File: src/rtl/pipe_pkg.sv
// Shared types and default sizing for the pipeline stall/flush controller.
package pipe_pkg;

    typedef enum logic [1:0] {
        RUN      = 2'd0,
        MEM_WAIT = 2'd1,
        HALT     = 2'd2
    } pipe_state_t;

    localparam int CNT_W_DEF       = 32;
    localparam int MEM_TIMEOUT_DEF = 16;

endpackage

File: src/rtl/pipe_ctrl_sat_cnt.sv
// Saturating up-counter used for the performance counters; holds at all-ones.
module sat_cnt #(
    parameter int W = 32
) (
    input  logic         clk,
    input  logic         rst,
    input  logic         inc,
    output logic [W-1:0] q
);

    always_ff @(posedge clk) begin
        if (rst) begin
            q <= '0;
        end else if (inc && (q != {W{1'b1}})) begin
            q <= q + W'(1);
        end
    end

endmodule

File: src/rtl/pipe_ctrl.sv
// Stall/flush controller for the 5-stage core: drives pipeline register enables,
// flushes and bubbles, watches for data-memory timeouts and keeps perf counters.
//
// state    | meaning
// ---------|------------------------------------------------------------
// RUN      | pipeline advancing, load-use and branch hazards resolved
// MEM_WAIT | frozen on an outstanding data-memory access
// HALT     | ECALL/EBREAK retired or memory timeout; only reset leaves
module pipe_ctrl
    import pipe_pkg::*;
#(
    parameter int CNT_W       = CNT_W_DEF,
    parameter int MEM_TIMEOUT = MEM_TIMEOUT_DEF
) (
    input  logic             clk,
    input  logic             rst,
    input  logic             stall_lu,
    input  logic             br_taken_ex,
    input  logic             dmem_req,
    input  logic             dmem_ready,
    input  logic             halt_req,
    output logic             pc_we,
    output logic             ifid_we,
    output logic             ifid_flush,
    output logic             idex_we,
    output logic             idex_bubble,
    output logic             exmem_we,
    output logic             memwb_bubble,
    output logic             halted,
    output logic             mem_err,
    output logic [CNT_W-1:0] cnt_cycle,
    output logic [CNT_W-1:0] cnt_stall,
    output logic [CNT_W-1:0] cnt_flush
);

    localparam int WAIT_W = $clog2(MEM_TIMEOUT + 1);
    localparam logic [WAIT_W-1:0] WAIT_LAST = WAIT_W'(MEM_TIMEOUT - 1);

    pipe_state_t       state_q;
    pipe_state_t       state_d;
    logic [WAIT_W-1:0] wait_q;
    logic              halted_q;
    logic              mem_err_q;

    logic mw;
    logic active;
    logic timeout;
    logic inc_cycle;
    logic inc_stall;
    logic inc_flush;

    assign mw     = dmem_req & ~dmem_ready;
    assign active = (state_q != HALT);

    // A halt request outranks the memory wait, so it also masks the timeout.
    assign timeout = active & ~halt_req & mw & (wait_q == WAIT_LAST);

    assign inc_cycle = active;
    assign inc_stall = active & ~halt_req & (mw | (~br_taken_ex & stall_lu));
    assign inc_flush = active & ~halt_req & ~mw & br_taken_ex;

    always_ff @(posedge clk) begin
        if (rst) begin
            state_q <= RUN;
        end else begin
            state_q <= state_d;
        end
    end

    always_comb begin
        state_d = state_q;
        case (state_q)
            RUN, MEM_WAIT: begin
                if (halt_req) begin
                    state_d = HALT;
                end else if (mw) begin
                    state_d = timeout ? HALT : MEM_WAIT;
                end else begin
                    state_d = RUN;
                end
            end
            HALT:    state_d = HALT;
            default: state_d = RUN;
        endcase
    end

    always_comb begin
        pc_we        = 1'b0;
        ifid_we      = 1'b0;
        ifid_flush   = 1'b0;
        idex_we      = 1'b0;
        idex_bubble  = 1'b0;
        exmem_we     = 1'b0;
        memwb_bubble = 1'b0;
        if (rst) begin
            ifid_flush   = 1'b1;
            idex_bubble  = 1'b1;
            memwb_bubble = 1'b1;
        end else if (active) begin
            if (halt_req || mw) begin
                memwb_bubble = 1'b1;
            end else if (br_taken_ex) begin
                // The ID instruction is squashed, so a coincident load-use is moot.
                pc_we       = 1'b1;
                ifid_we     = 1'b1;
                idex_we     = 1'b1;
                exmem_we    = 1'b1;
                ifid_flush  = 1'b1;
                idex_bubble = 1'b1;
            end else if (stall_lu) begin
                idex_we     = 1'b1;
                idex_bubble = 1'b1;
                exmem_we    = 1'b1;
            end else begin
                pc_we    = 1'b1;
                ifid_we  = 1'b1;
                idex_we  = 1'b1;
                exmem_we = 1'b1;
            end
        end
    end

    always_ff @(posedge clk) begin
        if (rst) begin
            wait_q <= '0;
        end else if (active && mw) begin
            wait_q <= wait_q + WAIT_W'(1);
        end else begin
            wait_q <= '0;
        end
    end

    always_ff @(posedge clk) begin
        if (rst) begin
            halted_q  <= 1'b0;
            mem_err_q <= 1'b0;
        end else begin
            if (state_d == HALT) begin
                halted_q <= 1'b1;
            end
            if (timeout) begin
                mem_err_q <= 1'b1;
            end
        end
    end

    assign halted  = halted_q;
    assign mem_err = mem_err_q;

    sat_cnt #(.W(CNT_W)) u_cnt_cycle (
        .clk (clk),
        .rst (rst),
        .inc (inc_cycle),
        .q   (cnt_cycle)
    );

    sat_cnt #(.W(CNT_W)) u_cnt_stall (
        .clk (clk),
        .rst (rst),
        .inc (inc_stall),
        .q   (cnt_stall)
    );

    sat_cnt #(.W(CNT_W)) u_cnt_flush (
        .clk (clk),
        .rst (rst),
        .inc (inc_flush),
        .q   (cnt_flush)
    );

endmodule

File: config.mk
export PLATFORM = sky130hd
export DESIGN_NAME = pipe_ctrl
export DESIGN_NICKNAME = d
export VERILOG_FILES = /design/src/rtl/pipe_pkg.sv /design/src/rtl/pipe_ctrl_sat_cnt.sv /design/src/rtl/pipe_ctrl.sv
export SDC_FILE = /design/constraint.sdc
export NUM_CORES = 1
export LEC_CHECK = 0
export CORE_ASPECT_RATIO = 0.75
export CORE_MARGIN = 8
export CORE_UTILIZATION = 40
export DETAILED_ROUTE_END_ITERATION = 7
export HOLD_SLACK_MARGIN = 0.1
export SETUP_SLACK_MARGIN = 0.02
export SLEW_MARGIN = 15
export SYNTH_ARGS = -nofsm -noshare
export SYNTH_HDL_FRONTEND = slang
export SYNTH_HIERARCHICAL = 1
export SYNTH_SLANG_ARGS = --single-unit
File: constraint.sdc
create_clock -name clk -period 4.7 [get_ports clk]
set_clock_uncertainty 0.2 [all_clocks]
set_input_delay 0.94 -clock clk [delete_from_list [all_inputs] [get_ports clk]]
set_output_delay 0.94 -clock clk [all_outputs]
set_load 0.005 [all_outputs]
* Word-level counts from Yosys, hierarchy flattened
Index checks and enable logic that the tools add are counted.
** Operators by class
- Add/sub/neg operators :: 4
- $mul :: 0
- Div/mod/pow operators :: 0
- $lt $le $gt $ge :: 0
- Eq/ne operators :: 8
- Shift operators :: 0
- Multiplexer cells :: 24
- Bitwise operators :: 14
- Reductions and logical operators :: 8
** Operators with widths (number)
- $add 32x1->32 const B :: 3
- $ne 32x32->1 const B :: 3
- $mux 1 :: 20
- $and 1x1->1 :: 8
- $mux 2 :: 3
- $add 5x1->5 const B :: 1
- $eq 5x4->1 const B :: 1
- $not 1->1 :: 5
- $eq 2x2->1 const B :: 2
- $logic_and 1x1->1 :: 4
- $pmux 2 s2 :: 1
- $reduce_or 2->1 :: 2
- $eq 2x1->1 const B :: 1
- $logic_not 2->1 :: 1
- $ne 2x2->1 const B :: 1
- $logic_or 1x1->1 :: 1
- $or 1x1->1 :: 1
** Storage, ports and cells
- Bits in registers :: 105
- Latch bits :: 0
- Memory bits (writable) :: 0
- ROM bits :: 0
- Input bits :: 7
- Word-level logic and storage cells :: 65
- Memories :: 0

* Longest topological paths before layout
- Depth in word-level cells :: 9
- Mapped depth :: 9
- Gate-level depth less buffers :: 9

* Hierarchy
The synthesis kept the hierarchy.
** By module, submodules not included
- sat_cnt :: instances 3, cells each 199, area an instance 1674.1 sq um
- pipe_ctrl :: instances 1, cells each 52, area an instance 462.9 sq um

* Worst setup path after synthesis
No wires, ideal clock.
- Kind :: input to register
- From :: input halt_req
- To :: register u_cnt_stall.q[31]
- Setup time :: 121 ps
- Data arrival time :: 2911 ps
- Required time :: 4379 ps
- Slack :: 1468 ps
- Stages on the path :: 7
- Path buffers :: 0
- Cells stage by stage :: nand2b_1 > a21oi_1 > nand4_1 > nor4_2 > nand4_1 > nor4_1 > mux2_2
** Between the ends
- Longest elaborated chain between the ends :: 4
** Ends and longest elaborated chain
- from (decl) :: line pipe_ctrl.sv:21 : input logic halt_req,
- $not 1->1 :: line pipe_ctrl.sv:59 : assign inc_stall = active & ~halt_req & (mw | (~br_taken_ex & stall_lu));
- $and 1x1->1 (2 in a row) :: line pipe_ctrl.sv:59
- named net inc_stall :: line pipe_ctrl.sv:49 : logic inc_stall;
- $logic_and 1x1->1 :: line pipe_ctrl_sat_cnt.sv:14 : end else if (inc && (q != {W{1'b1}})) begin
- to (signal assigned) :: line pipe_ctrl_sat_cnt.sv:15 : q <= q + W'(1);
- to (decl) :: line pipe_ctrl_sat_cnt.sv:8 : output logic [W-1:0] q
The timed path passes the listed nets, and every way through them passes these cells.
A chain may end at the register's enable or synchronous reset.

* Worst setup path in the final report
- From :: input halt_req
- To :: output pc_we
** Between the ends
- Longest elaborated chain between the ends :: 4
** Ends and longest elaborated chain
- $logic_or 1x1->1 :: line pipe_ctrl.sv:100 : if (halt_req || mw) begin
- $mux 1 :: line pipe_ctrl.sv:100
- $mux 1 :: line pipe_ctrl.sv:99 : end else if (active) begin
- $mux 1 :: line pipe_ctrl.sv:95 : if (rst) begin
- to (decl) :: line pipe_ctrl.sv:22 : output logic pc_we,
Every way passes these cells.

==> results.toml <==
[run_status]
status = "complete, no violations"

[logic_synthesis]
ys_top_cells_by_area = "dfxtp_1 38%, a21oi_1 6.2%, o31ai_1 4.9%, or4_1 4.9%, nand3_1 3.6%"
synth-async-reset-ratio_pct = 0
yosysUniqueCellTypes = 48
yosysTopAreaCellShare_pct = 38.3
yosys.area.top_type = "dfxtp_1"
synth_area_per_cell_um2 = 8.45
syn_nets = 661
ys_top_cells_by_count = "105 x dfxtp_1, 68 x a21oi_1, 50 x nor2_1, 40 x nand3_1"
synthCells = 649
ys_seq_elements = 105
syn_area_mm2 = 0.00549
ys.flop_type = "dfxtp_1"
synth.most_common_cell = "dfxtp_1"
synth_edf_count = 0
synth_warnings = 6
synth-seq-area-share_pct = 38.3

[die]
die-area_mm2 = 0.0178
die_h_um = 117
io_pins = 112
core-area_mm2 = 0.0136
num_rows = 37
start_util_pct = 40.4
die_w_um = 151

[critical_path]
reg2regPathDepth = 11
slowest_stage = "clkdlybuf4s50_1"
crit_top_cell = "clkdlybuf4s50_1"
required_ps = 3560
cp_cell_sequence = "clkdlybuf4s50_1 > nand2b_1 > nor3_1 > clkdlybuf4s50_1"
cpPeakStageDelay_ps = 570
path_class = "in2out"
crit_arrival_ps = 2520
path_depth = 4
crit_fanout = 6
cp-start-kind = "input pin"
end_kind = "output pin"
path_delay_family = "buffers and inverters"
crit_buf_inv = 2

[clocking]
post_cts_resized = 0
ctsHtreeMaxLevel = 3
clk_latency_ps = 350
cts.clk_slew.worst_paths_ps = 70
cts-root-buf = "clkbuf_16"
cts_hold_buf = 0
numCtsBuffers = 9
clk_path_buf_depth = 2
cts_setup_buffers = 0
clock_sinks = 105
cts_tree = "done"

[placed_design]
place_congestion = 0.807
hpwl_um = 11000
io_buffers = 111

[sta]
setup_viol = 0
rsz0062_at_grt = "no"
fin_crit_ps = 3660
period_share_pct = 78.0
fmax_mhz = 273
worstMarginPinSlew_ps = 1030
slew_headroom_pct = 31.0
finalHoldViolCount = 0
finalSetupTns_ps = 0
final_max_slew_viol_count = 0

[global_route]
grt_max_degree = 78
grt_pass1_wl_um = 25500
grt_pass1_vias = 4919
track_usage_pct = 17.2
overflow = 0
antenna_found_initial = 0

[layout]
layout.nets = 755
num_antenna_cells = 0
area_growth_pct = 28.6
drive_gt1_share_pct = 7.49
fillerInstances = 1260

[routing]
avgViaCountPerCell = 5.87
drt-total-wl_um = 15600
drt-pass1-iter-count = 4
antenna_left = 0
wire_per_inst_um = 16.9
drcViolationCount = 0
drt_iter0_drc = 298
vias = 5420

[power_and_ir_drop]
power.density_mw_per_mm2 = 256
p_leak_nw = 2.10
worst_ir_drop_vdd_v = 0.000252
p_total_mw = 1.81

[flow_run]
cap_violations = 0

[min_path]
min_path_type = "reg2reg"
holdPathStages = 1
==> registers in the layout, indices dropped and copies added, names as in the netlist <==
| register | cells |
|---|---|
| halted | 1 |
| mem_err | 1 |
| state_q | 2 |
| u_cnt_cycle/q | 32 |
| u_cnt_flush/q | 32 |
| u_cnt_stall/q | 32 |
| wait_q | 5 |
==> layout make-up <==
class	count	area [um2]	share of cell area (%)
well taps	175	219	3.11
clock buffers	11	243	3.44
multi-input cells	498	3200	45.4
inverters	10	37.5	0.532
repair buffers	119	1170	16.6
clock inverters	5	78.8	1.12
flip-flops and latches	105	2100	29.8
==> power by group <==
group | leakage, nW | switching (mW) | internal [mW] | total, mW
registers | 0.847 | 0.00952 | 0.896 | 0.905
logic | 1.10 | 0.0421 | 0.0360 | 0.0781
clock network | 0.159 | 0.342 | 0.481 | 0.823
==> kinds of logic after synthesis <==
logic type,count (synthesis),synth area share (%)
simple gates,306,33.2
compound gates,155,18.2
flops,105,38.3
buf+inv,46,3.63
xor+xnor,23,3.67
mux,9,1.78
fa+ha+maj,5,1.14
==> stage by stage <==
stage	hold WS (ps)	cell area (um2)	setup WS (ps)	utilization [%]	std cells
final	248	7050	1040	52.0	923
after global routing	264	7050	866	52.0	923
after CTS	248	7050	1030	52.0	923
after detailed placement	237	6730	758	49.6	907
after global placement	230	6730	825	49.6	907
after floorplan	218	5490	1470	-	649
==> worst paths after layout <==
path              start           endpoint  slack [ps]
min reg2reg   wait_q[0]          wait_q[0]         250
max            halt_req              pc_we        1040
max reg2reg  state_q[1]  u_cnt_stall/q[31]        1520
min           wait_q[0]          wait_q[0]         250
==> routing by layer <==
metal  global-route usage [%]  vias up  wire, um
li1                         -     2672         -
met1                     24.1     2581      7480
met2                     24.9      148      6660
met3                     5.30       19      1230
met4                     4.63        0       208
met5                        0        -         0
==> placed cells by master, fill, tap and decap left out, types with 4 or more instances in the layout <==
master           count
or3_4                4
nor4_1               9
nor2_1              50
nand3_1             40
buf_4                9
and3_1              10
nor3b_1              6
nor2b_1              7
nand2_1             32
nor3_1               9
xor2_1               4
or3_1               30
clkbuf_16            9
nand4_1             30
nand2b_1             6
o21ai_0             26
xnor2_1             19
or4_1               36
inv_1               10
ha_1                 5
dfxtp_1            105
nor4_2               6
and4_1              12
clkdlybuf4s50_1    110
a21oi_1             68
o31ai_1             36
a2111oi_0            6
Power figures use the tool's default switching activity.
